## src/rtl/sc_fifo_ram.sv

```systemverilog
// sc_fifo_ram: simple dual-port word store, registered or fall-through read port
module sc_fifo_ram #(
  parameter int width = 8,
  parameter int aw = 3,
  parameter int depth = 8,
  parameter bit show_ahead = 1'b0
) (
  input  logic             clock,
  input  logic             aclr,
  input  logic             sclr,
  input  logic             we,
  input  logic [aw-1:0]    wa,
  input  logic [width-1:0] wd,
  input  logic             re,
  input  logic [aw-1:0]    ra,
  output logic [width-1:0] q
);
  logic [width-1:0] mem [depth];
  logic [width-1:0] q_reg;
  always_ff @(posedge clock)
    if (we) mem[wa] <= wd;
  always_ff @(posedge clock or posedge aclr)
    if (aclr) q_reg <= '0;
    else if (sclr) q_reg <= '0;
    else if (re) q_reg <= mem[ra];
  // the registered path is pruned by synthesis in fall-through builds
  assign q = show_ahead ? mem[ra] : q_reg;
endmodule

```

## src/rtl/sc_fifo.sv

```systemverilog
// sc_fifo: single-clock FIFO with occupancy count, threshold flags and optional show-ahead read
module sc_fifo #(
  parameter int    lpm_width = 8,
  parameter int    lpm_widthu = 3,
  parameter int    lpm_numwords = 8,
  parameter string lpm_showahead = "OFF",
  parameter int    almost_full_value = 1,
  parameter int    almost_empty_value = 1,
  parameter string overflow_checking = "ON",
  parameter string underflow_checking = "ON",
  parameter string add_ram_output_register = "OFF",
  parameter string use_eab = "ON",
  parameter string ram_block_type = "AUTO",
  parameter string enable_ecc = "FALSE",
  parameter string lpm_type = "scfifo"
) (
  input  logic                  clock,
  input  logic                  aclr,
  input  logic                  sclr,
  input  logic [lpm_width-1:0]  data,
  input  logic                  wrreq,
  input  logic                  rdreq,
  output logic [lpm_width-1:0]  q,
  output logic                  empty,
  output logic                  full,
  output logic                  almost_full,
  output logic                  almost_empty,
  output logic [lpm_widthu-1:0] usedw,
  output logic [1:0]            eccstatus
);
  localparam int aw = lpm_widthu;
  localparam int cw = lpm_widthu + 1;
  localparam logic [aw-1:0] last = aw'(lpm_numwords - 1);
  localparam bit ovf_chk = overflow_checking == "ON";
  localparam bit unf_chk = underflow_checking == "ON";
  localparam bit cfg_ok = lpm_numwords >= 2 && lpm_numwords <= 2 ** lpm_widthu &&
    almost_full_value <= lpm_numwords && almost_empty_value <= lpm_numwords &&
    lpm_type == "scfifo" && use_eab != "" && ram_block_type != "" &&
    enable_ecc != "" && add_ram_output_register != "";
  if (!cfg_ok) begin : g_bad_cfg
    $error("sc_fifo: invalid parameter set");
  end
  logic [aw-1:0] wr_ptr, rd_ptr;
  logic [cw-1:0] count;
  logic we, re;
  assign we = wrreq & ~(full & ovf_chk);
  assign re = rdreq & ~(empty & unf_chk);
  always_ff @(posedge clock or posedge aclr)
    if (aclr) begin
      wr_ptr <= '0;
      rd_ptr <= '0;
      count <= '0;
    end else if (sclr) begin
      wr_ptr <= '0;
      rd_ptr <= '0;
      count <= '0;
    end else begin
      if (we) wr_ptr <= wr_ptr == last ? '0 : wr_ptr + 1'b1;
      if (re) rd_ptr <= rd_ptr == last ? '0 : rd_ptr + 1'b1;
      if (we != re) count <= we ? count + 1'b1 : count - 1'b1;
    end
  assign empty = count == '0;
  assign full = count == cw'(lpm_numwords);
  assign almost_full = count >= cw'(almost_full_value);
  assign almost_empty = count < cw'(almost_empty_value);
  assign usedw = count[aw-1:0];
  assign eccstatus = '0;
  // a clear on the same edge discards any pending write or read
  sc_fifo_ram #(
    .width(lpm_width),
    .aw(aw),
    .depth(lpm_numwords),
    .show_ahead(lpm_showahead == "ON")
  ) u_ram (
    .clock(clock),
    .aclr(aclr),
    .sclr(sclr),
    .we(we & ~sclr),
    .wa(wr_ptr),
    .wd(data),
    .re(re & ~sclr),
    .ra(rd_ptr),
    .q(q)
  );
endmodule

```

## config.mk

```make
export PLATFORM = sky130hd
export DESIGN_NAME = sc_fifo
export DESIGN_NICKNAME = d
export VERILOG_FILES = /design/src/rtl/sc_fifo_ram.sv /design/src/rtl/sc_fifo.sv
export SDC_FILE = /design/constraint.sdc
export NUM_CORES = 1
export LEC_CHECK = 0
export ABC_AREA = 1
export CAP_MARGIN = 20
export CORE_MARGIN = 2
export CORE_UTILIZATION = 48
export CTS_BUF_LIST = sky130_fd_sc_hd__clkbuf_4
export DETAILED_ROUTE_END_ITERATION = 8
export PLACE_DENSITY = 0.72
export SLEW_MARGIN = 5
export SYNTH_ARGS = -nofsm -noshare
export SYNTH_HDL_FRONTEND = slang
export SYNTH_SLANG_ARGS = --single-unit
```

## constraint.sdc

```tcl
create_clock -name clock -period 6.2 [get_ports clock]
set_clock_uncertainty 0.15 [all_clocks]
set_input_delay 0.62 -clock clock [delete_from_list [all_inputs] [get_ports clock]]
set_output_delay 0.62 -clock clock [all_outputs]
set_load 0.01 [all_outputs]
```

==> metrics.yaml, run 1 <==
outcome: "completed"
core-area_um2: 7290
routed_via_density: 5.29
synthTopCellsByCount: "73 x nor2_1, 64 x edfxtp_1, 41 x nand2_1"
htreeDepth: 3
cpLargestDelayFamily: "buffers and inverters"
max_freq_mhz: 338
grt_pass1_vias: 2344
num_rows: 31
min_period_ps: 2960
crit_chain: "inv_1 -> ha_1 -> nor3b_1 -> clkdlybuf4s50_1"
n_antenna_cell: 0
cts_buffers: 9
track_usage: 0.190
cp_slowest_cell: "clkdlybuf4s50_1"
gp_congestion: 0.896
grtUsageMet2: 0.313
cts_resized: 0
antenna_left: 0
drive_gt1_frac: 0.104
drc_errors: 0
fin_total_pwr_w: 0.00156
finalNetCount: 380
syn_area_um2: 3640
io_pins: 30
die-width_um: 91.1
clock_tree.root_cell: "clkbuf_4"
cp_data_arrival_time_ps: 2190
async_flop_share: 0.220
wl_um: 7570
use_met3: 0.0564
dp_hpwl_um: 5190
drv_cap: 0
p_leak_nw: 1.59
tightest_slew_ps: 708
initial_utilization: 0.500
portBuffers: 27
ys.flop_type: "edfxtp_1"
endpoint_kind: "output port"
synth_top_area_cell: "edfxtp_1"
fin_area_um2: 4120
ys_types: 28
place_area_um2: 3930
yosys-top-cells-area: "edfxtp_1 53%, dfrtp_1 12%, nor2_1 7.5%"
hp-class: "register to register"
fp.dieH_um: 91.1
cp.required_ps: 5430
avgSynthCellArea_um2: 10.8
synth_most_common_cell: "nor2_1"
min_period_over_period: 0.478
grt_start_max_net_pins: 35
setup_viol: 0
cts_sinks: 82
largest_register_ffs: 64
grt_pass1_wl_um: 11700
vias: 2451
drtIter0Drc: 202
firstDrtPassIters: 5
vdd_ir_drop_max_mv: 0.324
powerDensity_nw_per_um2: 379
grt_overflow: 0
grt_setup_unrepaired: "no"
hold_viol_final: 0
synth_edf_count: 64
busiest_layer: "met2"
seq_area_frac_synth: 0.651
slowest_delay_ps: 610
antenna_found_initial: 0
worstSetupPathType: "register to output port"
grtUsageMet1: 0.241
fillers: 644
crit_buf_inv: 2
routedWlPerCell_um: 16.3
slew_viol_final: 0
setup_tns_ps: 0
relSlewSlack: 0.527
ys_ff_latch: 82
start_kind: "register"
cts_setup_buffers: 0
syn2layout_area_growth_pct: 13.2
cts_tree: "yes"
yosysTopAreaCellShare: 0.527
clk_pin_slew_ps: 110
synthesis.instances: 337
cts_hold_buffers: 0
cts_buffer_depth: 2
path_max_fanout: 6
die_area_um2: 8300
worstSkewPairLatency_ps: 430
synth_warnings: 0
timing.hold.ws_ps: 340
==> worst min-delay path: cells and delay by family, from the launching register on <==
| family | cells | cell delay, ps |
|---|---|---|
| DFF | 1 | 360 |
| and+or+nand+nor | 2 | 110 |
==> stage by stage <==
stage | utilization | worst slack, ps | std cells
after floorplan | - | 3970 | 338
after global placement | 0.539 | 3520 | 446
after detailed placement | 0.539 | 3480 | 446
after CTS | 0.562 | 3210 | 462
after global routing | 0.566 | 3100 | 463
final | 0.566 | 3240 | 463
==> layer usage <==
layer	up-vias	part of all wire
li1	1180	-
met1	1157	0.42
met2	101	0.49
met3	13	0.074
met4	0	0.017
met5	-	0
==> layout make-up <==
class / count / area, um2 / area share
multi-input cells: 219 / 1090 / 0.265
repair buffers: 28 / 298 / 0.0722
flip-flops and latches: 82 / 2370 / 0.575
clock inverters: 6 / 90.1 / 0.0218
well taps: 99 / 124 / 0.0300
clock buffers: 10 / 75.1 / 0.0182
inverters: 19 / 71.3 / 0.0173
==> power breakdown <==
part	switching (W)	internal (W)	leakage, nW
combinational	0.000307	0.000215	0.684
sequential	0.0000589	0.000642	0.819
clock	0.000172	0.000169	0.0870
total	0.000539	0.00103	1.59
==> logic make-up (layout without fill, tap and decap cells) <==
kind of cell | count (synthesis) | after routing | synth area share
AOI/OAI and AO/OA | 41 | 41 | 0.0615
other | 1 | 2 | 0.00103
xor gates and xnor gates | 2 | 2 | 0.00481
DFF | 82 | 82 | 0.651
adders and majority gates | 8 | 8 | 0.0275
buffers and inverters | 37 | 63 | 0.0498
and+or+nand+nor | 166 | 166 | 0.204
==> layout by cell type (no fill, tap or decap), types with 3 or more instances in the layout <==
cell,count
nand2_1,41
inv_2,4
inv_1,14
nand2_4,4
dfrtp_1,18
o21ai_0,33
edfxtp_1,64
clkbuf_4,10
ha_1,8
nand3_1,33
nand2_2,6
o21ai_1,5
clkdlybuf4s50_1,27
nand4_1,3
nor2_1,73
==> worst paths after layout <==
check | start | endpoint | cells after the start | slack [ps]
hold reg to reg | u_ram.q[1] | u_ram.q[1] | 2 | 340
setup reg to reg | count[0] | u_ram.mem[7][0] | 9 | 3630
hold / removal | u_ram.q[1] | u_ram.q[1] | 2 | 340
max in group asynchronous | aclr | u_ram.q[7] | 2 | 5000
setup / recovery | count[0] | almost_empty | 4 | 3240
min in group asynchronous | aclr | u_ram.q[6] | 2 | 430
Power figures use the tool's default switching activity.
==> run 2: changes to the inputs <==
--- a/config.mk
+++ b/config.mk
@@ -11,7 +11,7 @@
 export CORE_UTILIZATION = 48
 export CTS_BUF_LIST = sky130_fd_sc_hd__clkbuf_4
 export DETAILED_ROUTE_END_ITERATION = 8
-export PLACE_DENSITY = 0.72
+export PLACE_DENSITY = 0.75
 export SLEW_MARGIN = 5
 export SYNTH_ARGS = -nofsm -noshare
 export SYNTH_HDL_FRONTEND = slang
==> constraint.sdc (replaced) <==
create_clock -name clock -period 2.45 [get_ports clock]
set_clock_uncertainty 0.15 [all_clocks]
set_input_delay 0.245 -clock clock [delete_from_list [all_inputs] [get_ports clock]]
set_output_delay 0.245 -clock clock [all_outputs]
set_load 0.01 [all_outputs]
==> metrics.yaml, run 2 (synthesized netlist as in run 1, its figures left out) <==
outcome: "completed"  # unchanged
vias: 2522  # was 2,451
core-area_um2: 7290  # unchanged
powerDensity_nw_per_um2: 929  # was 379 nW/um2
finalNetCount: 393  # was 380
antenna_found_initial: 0  # unchanged
grt_start_max_net_pins: 35  # unchanged
firstDrtPassIters: 5  # unchanged
combinationalPowerShare: 0.354  # was 0.334
track_usage: 0.181  # was 0.190
routed_via_density: 5.30  # was 5.29
die_area_um2: 8300  # unchanged
power_switching_w: 0.00137  # was 0.000539 W
n_antenna_cell: 0  # unchanged
cellInternalPower_w: 0.00251  # was 0.00103 W
cts_sinks: 82  # unchanged
grt_overflow: 0  # unchanged
mostFrequentLayoutCell: "nor2_1"  # unchanged
htreeDepth: 3  # unchanged
fp.dieH_um: 91.1  # unchanged
postLayoutCoreUtil: 0.573  # was 0.566
clkPwrFrac: 0.197  # was 0.218
timing.hold.ws_ps: 57.1  # was 340 ps
tightest_slew_ps: 655  # was 708 ps
antenna_left: 0  # unchanged
wl_um: 7330  # was 7570 um
vdd_ir_drop_max_mv: 0.347  # was 0.324 mV
initial_utilization: 0.500  # unchanged
fin_total_pwr_w: 0.00389  # was 0.00156 W
drc_errors: 0  # unchanged
die-width_um: 91.1  # unchanged
routedWlPerCell_um: 15.4  # was 16.3 um
path_max_fanout: 6  # unchanged
max_freq_mhz: 436
netSwitchingFraction: 0.353  # was 0.344
min_period_ps: 2290
cts_hold_buffers: 0  # unchanged
io_pins: 30  # unchanged
portBuffers: 27  # unchanged
start_kind: "register"  # unchanged
syn2layout_area_growth_pct: 14.8  # was 13.2%
cp.required_ps: 2060  # was 5430 ps
hold_viol_final: 0  # unchanged
cts_buffers: 9  # unchanged
most-common-layout-cells: "73 x nor2_1, 64 x edfxtp_1, 41 x nand2_1"  # unchanged
cp_data_arrival_time_ps: 1900  # was 2190 ps
hp-class: "input port to async pin"  # was register to register
worstSkewPairLatency_ps: 410  # was 430 ps
p_leak_nw: 1.64  # was 1.59 nW
endpoint_kind: "output port"  # unchanged
gp_congestion: 0.997  # was 0.896
clk_pin_slew_ps: 130  # was 110 ps
drtIter0Drc: 275  # was 202
drv_cap: 0  # unchanged
largest_register_ffs: 64  # unchanged
p_seq_frac: 0.449  # was 0.448
worstSetupPathType: "register to output port"  # unchanged
num_rows: 31  # unchanged
setup_viol: 0  # unchanged
grt_pass1_wl_um: 11300  # was 11,700 um
dp_hpwl_um: 5090  # was 5190 um
clock_tree.root_cell: "clkbuf_4"  # unchanged
cts_buffer_depth: 2  # unchanged
cts_tree: "yes"  # unchanged
slew_viol_final: 0  # unchanged
grt_pass1_vias: 2326  # was 2,344
drive_gt1_frac: 0.149  # was 0.104
relSlewSlack: 0.563  # was 0.527
min_period_over_period: 0.936
==> run 2: changes by cell type in the layout (fill, tap and decap cells not counted), moves of 2 or more <==
cell	delta
buf_4	+14
dfrtp_1	-2
clkdlybuf4s50_1	-2
dfrtp_2	+2
dlygate4sd2_1	+2
==> run 2: final timing paths <==
| path | start | endpoint | slack, ps | cells past startpoint |
|---|---|---|---|---|
| worst max-delay path | count[0] | almost_full | 160 | 5 |
| max in group asynchronous | aclr | count[0] | 1620 | 2 |
| worst max register to register | count[0] | u_ram.mem[0][1] | 380 | 10 |
| min in group clock | u_ram.q[4] | u_ram.q[4] | 340 | 2 |
| worst min register to register | u_ram.q[4] | u_ram.q[4] | 340 | 2 |
| worst min-delay path | aclr | u_ram.q[6] | 60 | 2 |
==> run 2: cell type report <==
cell class	instances	area, um2
fill	669	3110
sequential	82	2370
multi-input combinational	219	1100
timing repair buffer	41	373
tap	99	124
clock buffer	11	82.6
inverter	19	71.3
clock inverter	5	55.1
==> run 2: critical path: stages, from the launching register on <==
cell and delay (ps):
dfrtp_2 420, inv_2 80, ha_1 230, nor3b_2 160, nand2_1 80, clkdlybuf4s50_1 530
==> run 2: power by group through the flow <==
stage	Clock [W]	Sequential (W)	Combinational [W]
2_1_floorplan	0	0.00175	0.000911
3_3_place_gp	0	0.00177	0.00131
3_5_place_dp	0	0.00178	0.00132
4_1_cts	0.000784	0.00175	0.00132
5_1_grt	0.000845	0.00176	0.00152
6_report	0.000767	0.00174	0.00137
==> run 2: layer usage <==
layer,GRT usage,part of all wire
met4,0.0669,0.017
met5,0,0
met1,0.239,0.42
met2,0.285,0.47
met3,0.0523,0.094
==> run 2: stage by stage <==
step	setup slack (ps)	setup TNS, ps	cell area [um2]	cells
2_1_floorplan	223	0	3650	338
3_3_place_gp	272	0	4010	456
3_5_place_dp	181	0	4010	456
4_1_cts	33.0	0	4150	472
5_1_grt	-3.44	-3.44	4180	476
6_report	158	0	4180	476
==> run 2: timing repair <==
| item | CTS | global route |
|---|---|---|
| endpoints found under the setup margin | 3 | 1 |
| gates resized for setup | 6 | 1 |
| setup buffers | 0 | 4 |
==> run 3: changes to the inputs <==
--- a/config.mk
+++ b/config.mk
@@ -6,12 +6,13 @@
 export NUM_CORES = 1
 export LEC_CHECK = 0
 export ABC_AREA = 1
-export CAP_MARGIN = 20
+export CAP_MARGIN = 5
 export CORE_MARGIN = 2
 export CORE_UTILIZATION = 48
 export CTS_BUF_LIST = sky130_fd_sc_hd__clkbuf_4
 export DETAILED_ROUTE_END_ITERATION = 8
 export PLACE_DENSITY = 0.75
+export RECOVER_POWER = 25
 export SLEW_MARGIN = 5
 export SYNTH_ARGS = -nofsm -noshare
 export SYNTH_HDL_FRONTEND = slang
==> metrics.yaml, run 3 (synthesized netlist as in run 1, its figures left out) <==
powerDensity_nw_per_um2: 928  # was 929 nW/um2
slew_viol_final: 0  # unchanged
min_period_over_period: 0.938  # was 0.936
dp_cells: 456  # unchanged
firstDrtPassIters: 5  # unchanged
die_area_um2: 8300  # unchanged
n_antenna_cell: 0  # unchanged
core-area_um2: 7290  # unchanged
portBuffers: 27  # unchanged
endpoint_kind: "output port"  # unchanged
fin_total_pwr_w: 0.00388  # was 0.00389 W
worstSkewPairLatency_ps: 420  # was 410 ps
grt_start_max_net_pins: 35  # unchanged
cts_tree: "yes"  # unchanged
outcome: "completed"  # unchanged
io_pins: 30  # unchanged
cts_buffers: 9  # unchanged
grt_pass1_vias: 2326  # unchanged
hold_viol_final: 0  # unchanged
tightest_slew_ps: 657  # was 655 ps
die-width_um: 91.1  # unchanged
crit_chain: "inv_2 -> ha_1 -> nor3b_2 -> nand2_1 -> clkdlybuf4s50_1"  # unchanged
start_kind: "register"  # unchanged
initial_utilization: 0.500  # unchanged
max_freq_mhz: 435  # was 436 MHz
cellInternalPower_w: 0.00251  # about the same
finalWorstSetupSlack_ps: 151  # was 158 ps
post-place-ws_ps: 181  # unchanged
routed_via_density: 5.34  # was 5.30
fin_area_um2: 4180  # unchanged
worstSetupPathType: "register to output port"  # unchanged
antenna_left: 0  # unchanged
relSlewSlack: 0.562  # was 0.563
drv_cap: 0  # unchanged
drtIter0Drc: 275  # unchanged
combinationalPowerShare: 0.354  # about the same
most-common-layout-cells: "73 x nor2_1, 64 x edfxtp_1, 41 x nand2_1"  # unchanged
routedWlPerCell_um: 15.3  # was 15.4 um
hp-class: "input port to async pin"  # unchanged
place_area_um2: 4010  # unchanged
grt_overflow: 0  # unchanged
cp_slowest_cell: "clkdlybuf4s50_1"  # unchanged
p_seq_frac: 0.449  # about the same
antenna_found_initial: 0  # unchanged
vdd_ir_drop_max_mv: 0.344  # was 0.347 mV
syn2layout_area_growth_pct: 14.8  # unchanged
clock_tree.root_cell: "clkbuf_4"  # unchanged
grt_pass1_wl_um: 11300  # unchanged
htreeDepth: 3  # unchanged
cts_buffer_depth: 2  # unchanged
fp.dieH_um: 91.1  # unchanged
dp_hpwl_um: 5090  # unchanged
slowest_delay_ps: 530  # about the same
mostFrequentLayoutCell: "nor2_1"  # unchanged
cts_sinks: 82  # unchanged
timing.hold.ws_ps: 190  # was 57.1 ps
netSwitchingFraction: 0.353  # about the same
min_period_ps: 2300  # was 2290 ps
vias: 2540  # was 2,522
largest_register_ffs: 64  # unchanged
fin_cells: 476  # unchanged
power_switching_w: 0.00137  # about the same
gp_congestion: 0.997  # unchanged
p_leak_nw: 1.65  # was 1.64 nW
clk_pin_slew_ps: 130  # about the same
wl_um: 7300  # was 7330 um
cp.required_ps: 2060  # about the same
clkPwrFrac: 0.197  # about the same
path_max_fanout: 6  # unchanged
cts_hold_buffers: 0  # unchanged
drc_errors: 0  # unchanged
num_rows: 31  # unchanged
setup_viol: 0  # unchanged
finalNetCount: 393  # unchanged
cp_data_arrival_time_ps: 1900  # about the same
track_usage: 0.181  # unchanged
drive_gt1_frac: 0.149  # unchanged
==> run 3: cell types whose count changed in the layout (fill, tap and decap cells not counted), sizes merged <==
| cell | change |
|---|---|
| dlygate4sd3 | +6 |
| clkdlybuf4s50 | -6 |
==> run 3: routing by layer <==
metal | up-vias | share of wire | track usage
met5 | - | 0 | 0
met4 | 0 | 0.021 | 0.0669
met3 | 13 | 0.094 | 0.0523
met2 | 140 | 0.48 | 0.285
met1 | 1176 | 0.41 | 0.239
li1 | 1211 | - | -
==> run 3: critical path, delay by kind of cell, from the launching register on <==
family / cells / cell delay (ps)
fa+ha+maj: 1 / 230
buf+inv: 2 / 610
flops: 1 / 420
simple gates: 2 / 240
==> run 3: worst paths after layout <==
| check | start | end | slack [ps] | cells after the start |
|---|---|---|---|---|
| worst min register to register | u_ram.q[4] | u_ram.q[4] | 340 | 2 |
| max in group asynchronous | aclr | count[0] | 1490 | 2 |
| worst min-delay path | aclr | u_ram.q[7] | 190 | 2 |
| worst max-delay path | count[0] | almost_full | 150 | 5 |
| worst max register to register | count[0] | u_ram.mem[0][1] | 370 | 10 |
| min in group clock | u_ram.q[4] | u_ram.q[4] | 340 | 2 |
==> run 3: final cells by class <==
| class | instances | area (um2) |
|---|---|---|
| fillers | 669 | 3110 |
| flip-flops and latches | 82 | 2370 |
| multi-input cells | 219 | 1100 |
| repair buffers | 41 | 373 |
| well taps | 99 | 124 |
| clock buffers | 11 | 82.6 |
| inverters | 19 | 71.3 |
| clock inverters | 5 | 55.1 |
==> run 3: timing repair <==
| item | CTS | global route |
|---|---|---|
| buffers inserted | 0 | 4 |
| gates resized for setup | 6 | 1 |
| endpoints found under the setup margin | 3 | 1 |
==> run 3: per-stage QoR <==
step	TNS (ps)	util
after floorplan	0	-
after global placement	0	0.549
after detailed placement	0	0.549
after CTS	0	0.569
after global routing	-3.44	0.573
final	0	0.573
==> run 3: power by group through the flow <==
| stage | logic (W) | clock network [W] | registers, W |
|---|---|---|---|
| final | 0.00137 | 0.000763 | 0.00174 |
| after global routing | 0.00152 | 0.000845 | 0.00176 |
| after CTS | 0.00132 | 0.000784 | 0.00175 |
| after detailed placement | 0.00132 | 0 | 0.00178 |
| after global placement | 0.00131 | 0 | 0.00177 |
| after floorplan | 0.000911 | 0 | 0.00175 |
==> variant, RTL diff (config.mk and constraints of run 3) <==
Change the parameter `lpm_width` from 8 to 9.
--- a/src/rtl/sc_fifo.sv
+++ b/src/rtl/sc_fifo.sv
@@ -1,6 +1,6 @@
 // sc_fifo: single-clock FIFO with occupancy count, threshold flags and optional show-ahead read
 module sc_fifo #(
-  parameter int    lpm_width = 8,
+  parameter int    lpm_width = 9,
   parameter int    lpm_widthu = 3,
   parameter int    lpm_numwords = 8,
   parameter string lpm_showahead = "OFF",
Interface: changed (resized data and q); port bits go from 30 to 32. No check against the original RTL was run, so the function may have changed too.
==> variant against run 3 <==
  * Combinational power grew 9%
  * Synthesized area grew 9.4%
  * Sequential cell count grew 9
  * Wire length grew 16%
  * Power grew 9.2%
  * Via count grew 7.8%
  * Cell area grew 8.1%
  * Fmax shrank 1.5%
  * Setup slack lost 0.035 ns
  * Critical path type unchanged
  * Largest cell class unchanged
  * Largest power group unchanged
==> variant: results (changes against run 3) <==
Status
  – Status: finished clean (unchanged)

Logic synthesis
  – Yosys cell types: 26 (was 28)
  – Gate Count Post-Synth: 364 (was 337)
  – Synth top area cells: edfxtp_1 (54%), dfrtp_1 (12%), nor2_1 (7.6%) (was edfxtp_1 (53%), dfrtp_1 (12%), nor2_1 (7.5%))
  – Async set-or-reset flop fraction in the synthesized netlist: 0.209 (was 0.220)
  – Ys Warns: 0 (unchanged)
  – EDFF count, synth: 72 (was 64)
  – Register area share after synthesis: 0.662 (was 0.651)

Global route
  – Met2 Resource Use GR: 0.329 (was 0.285)
  – Met1 usage: 0.276 (was 0.239)
  – Number of global-route vias before repair: 2,563 (was 2,326)
  – Gr usage total: 0.204 (was 0.181)
  – Met3 usage: 0.0348 (was 0.0523)
  – First-pass GRT wire length: 13.2 mm (was 11.3 mm)

Layout
  – Largest register FFs: 72 (was 64)
  – Ratio of cells with drive above 1 in the final layout: 0.129 (was 0.149)
  – Fin cells: 509 (was 476)
  – Nets@finish: 421 (was 393)

Critical path
  – Worst R2R Setup Slack: 0.44 ns (was 0.37 ns)
  – Worst Setup EP: almost_empty (was almost_full)
  – Slowest cell delay on critical path: 0.56 ns (was 0.53 ns)
  – Arr. time, crit path: 1.94 ns (was 1.90 ns)
  – RR Endpoint: u_ram.mem[6][8] (was u_ram.mem[0][1])
  – Largest delay share family, worst path: buffers and inverters (unchanged)
  – Worst reg2reg startpoint: count[2] (was count[0])
  – Cells on worst reg2reg path: 7 (was 10)

Pwr
  – Overall power: 0.00424 W (was 0.00388 W)
  – Leak Pwr: 1.75 nW (was 1.65 nW)
  – Worst vdd ir: 0.401 mV (was 0.344 mV)
  – Seq group: 0.00194 W (was 0.00174 W)
  – P_sw: 0.00148 W (was 0.00137 W)
  – Clk pwr share: 0.189 (was 0.197)

Timing
  – Relative slew slack: 0.501 (was 0.562)
  – Final min period: 2.33 ns (was 2.30 ns)
  – Hold Slack: 0.0853 ns (was 0.190 ns)

Drt
  – Via Count: 2,739 (was 2,540)
  – Initial DRC Count: 330 (was 275)
  – Drt wl/cell: 16.7 µm (was 15.3 µm)
  – Routed met1 length: 3.51 mm (was 3.00 mm)

Clock tree
  – H-tree levels: 3 (unchanged)

Placement
  – GPL Wtd Cong: 0.902 (was 0.997)
  – Placed cells: 491 (was 456)
  – Port bufs: 29 (was 27)
  – Placed Area: 0.00434 mm² (was 0.00401 mm²)
  – Place WS: 0.334 ns (was 0.181 ns)
  – HPWL Detailed: 5.79 mm (was 5.09 mm)
-- variant: area by class of cell --
type	instances	area, µm²
Sequential cell	91	2640
Inverter	19	76.3
Fill cell	677	3610
Clock buffer	11	82.6
Multi-Input combinational cell	235	1140
Tap cell	105	131
Timing Repair Buffer	43	398
Clock inverter	5	53.8
-- variant: worst reg2reg max path, stage by stage (launching register included) --
cell     delay, ns
dfrtp_1       0.71
inv_2         0.06
nand3_1       0.09
nand2_2       0.10
nor2_4        0.15
nand2_1       0.14
nor2_1        0.15
buf_4         0.19
-- variant: what timing repair did --
action / in CTS / in global routing
setup endpoints to repair: 3 / 3
cloned: 0 / 0
resized for setup: 2 / 8
setup buffers: 0 / 2
hold buffers: 0 / 0
pin swaps: 0 / 0
-- variant: cell families (layout without fill, tap and decap cells) --
family	count (synthesis)	after routing	synth area share
compound gates	45	45	0.0565
xor+xnor	2	2	0.00440
fa+ha+maj	8	8	0.0251
buf+inv	39	78	0.0578
flops	91	91	0.662
other cells	1	2	0.000941
simple gates	178	178	0.193
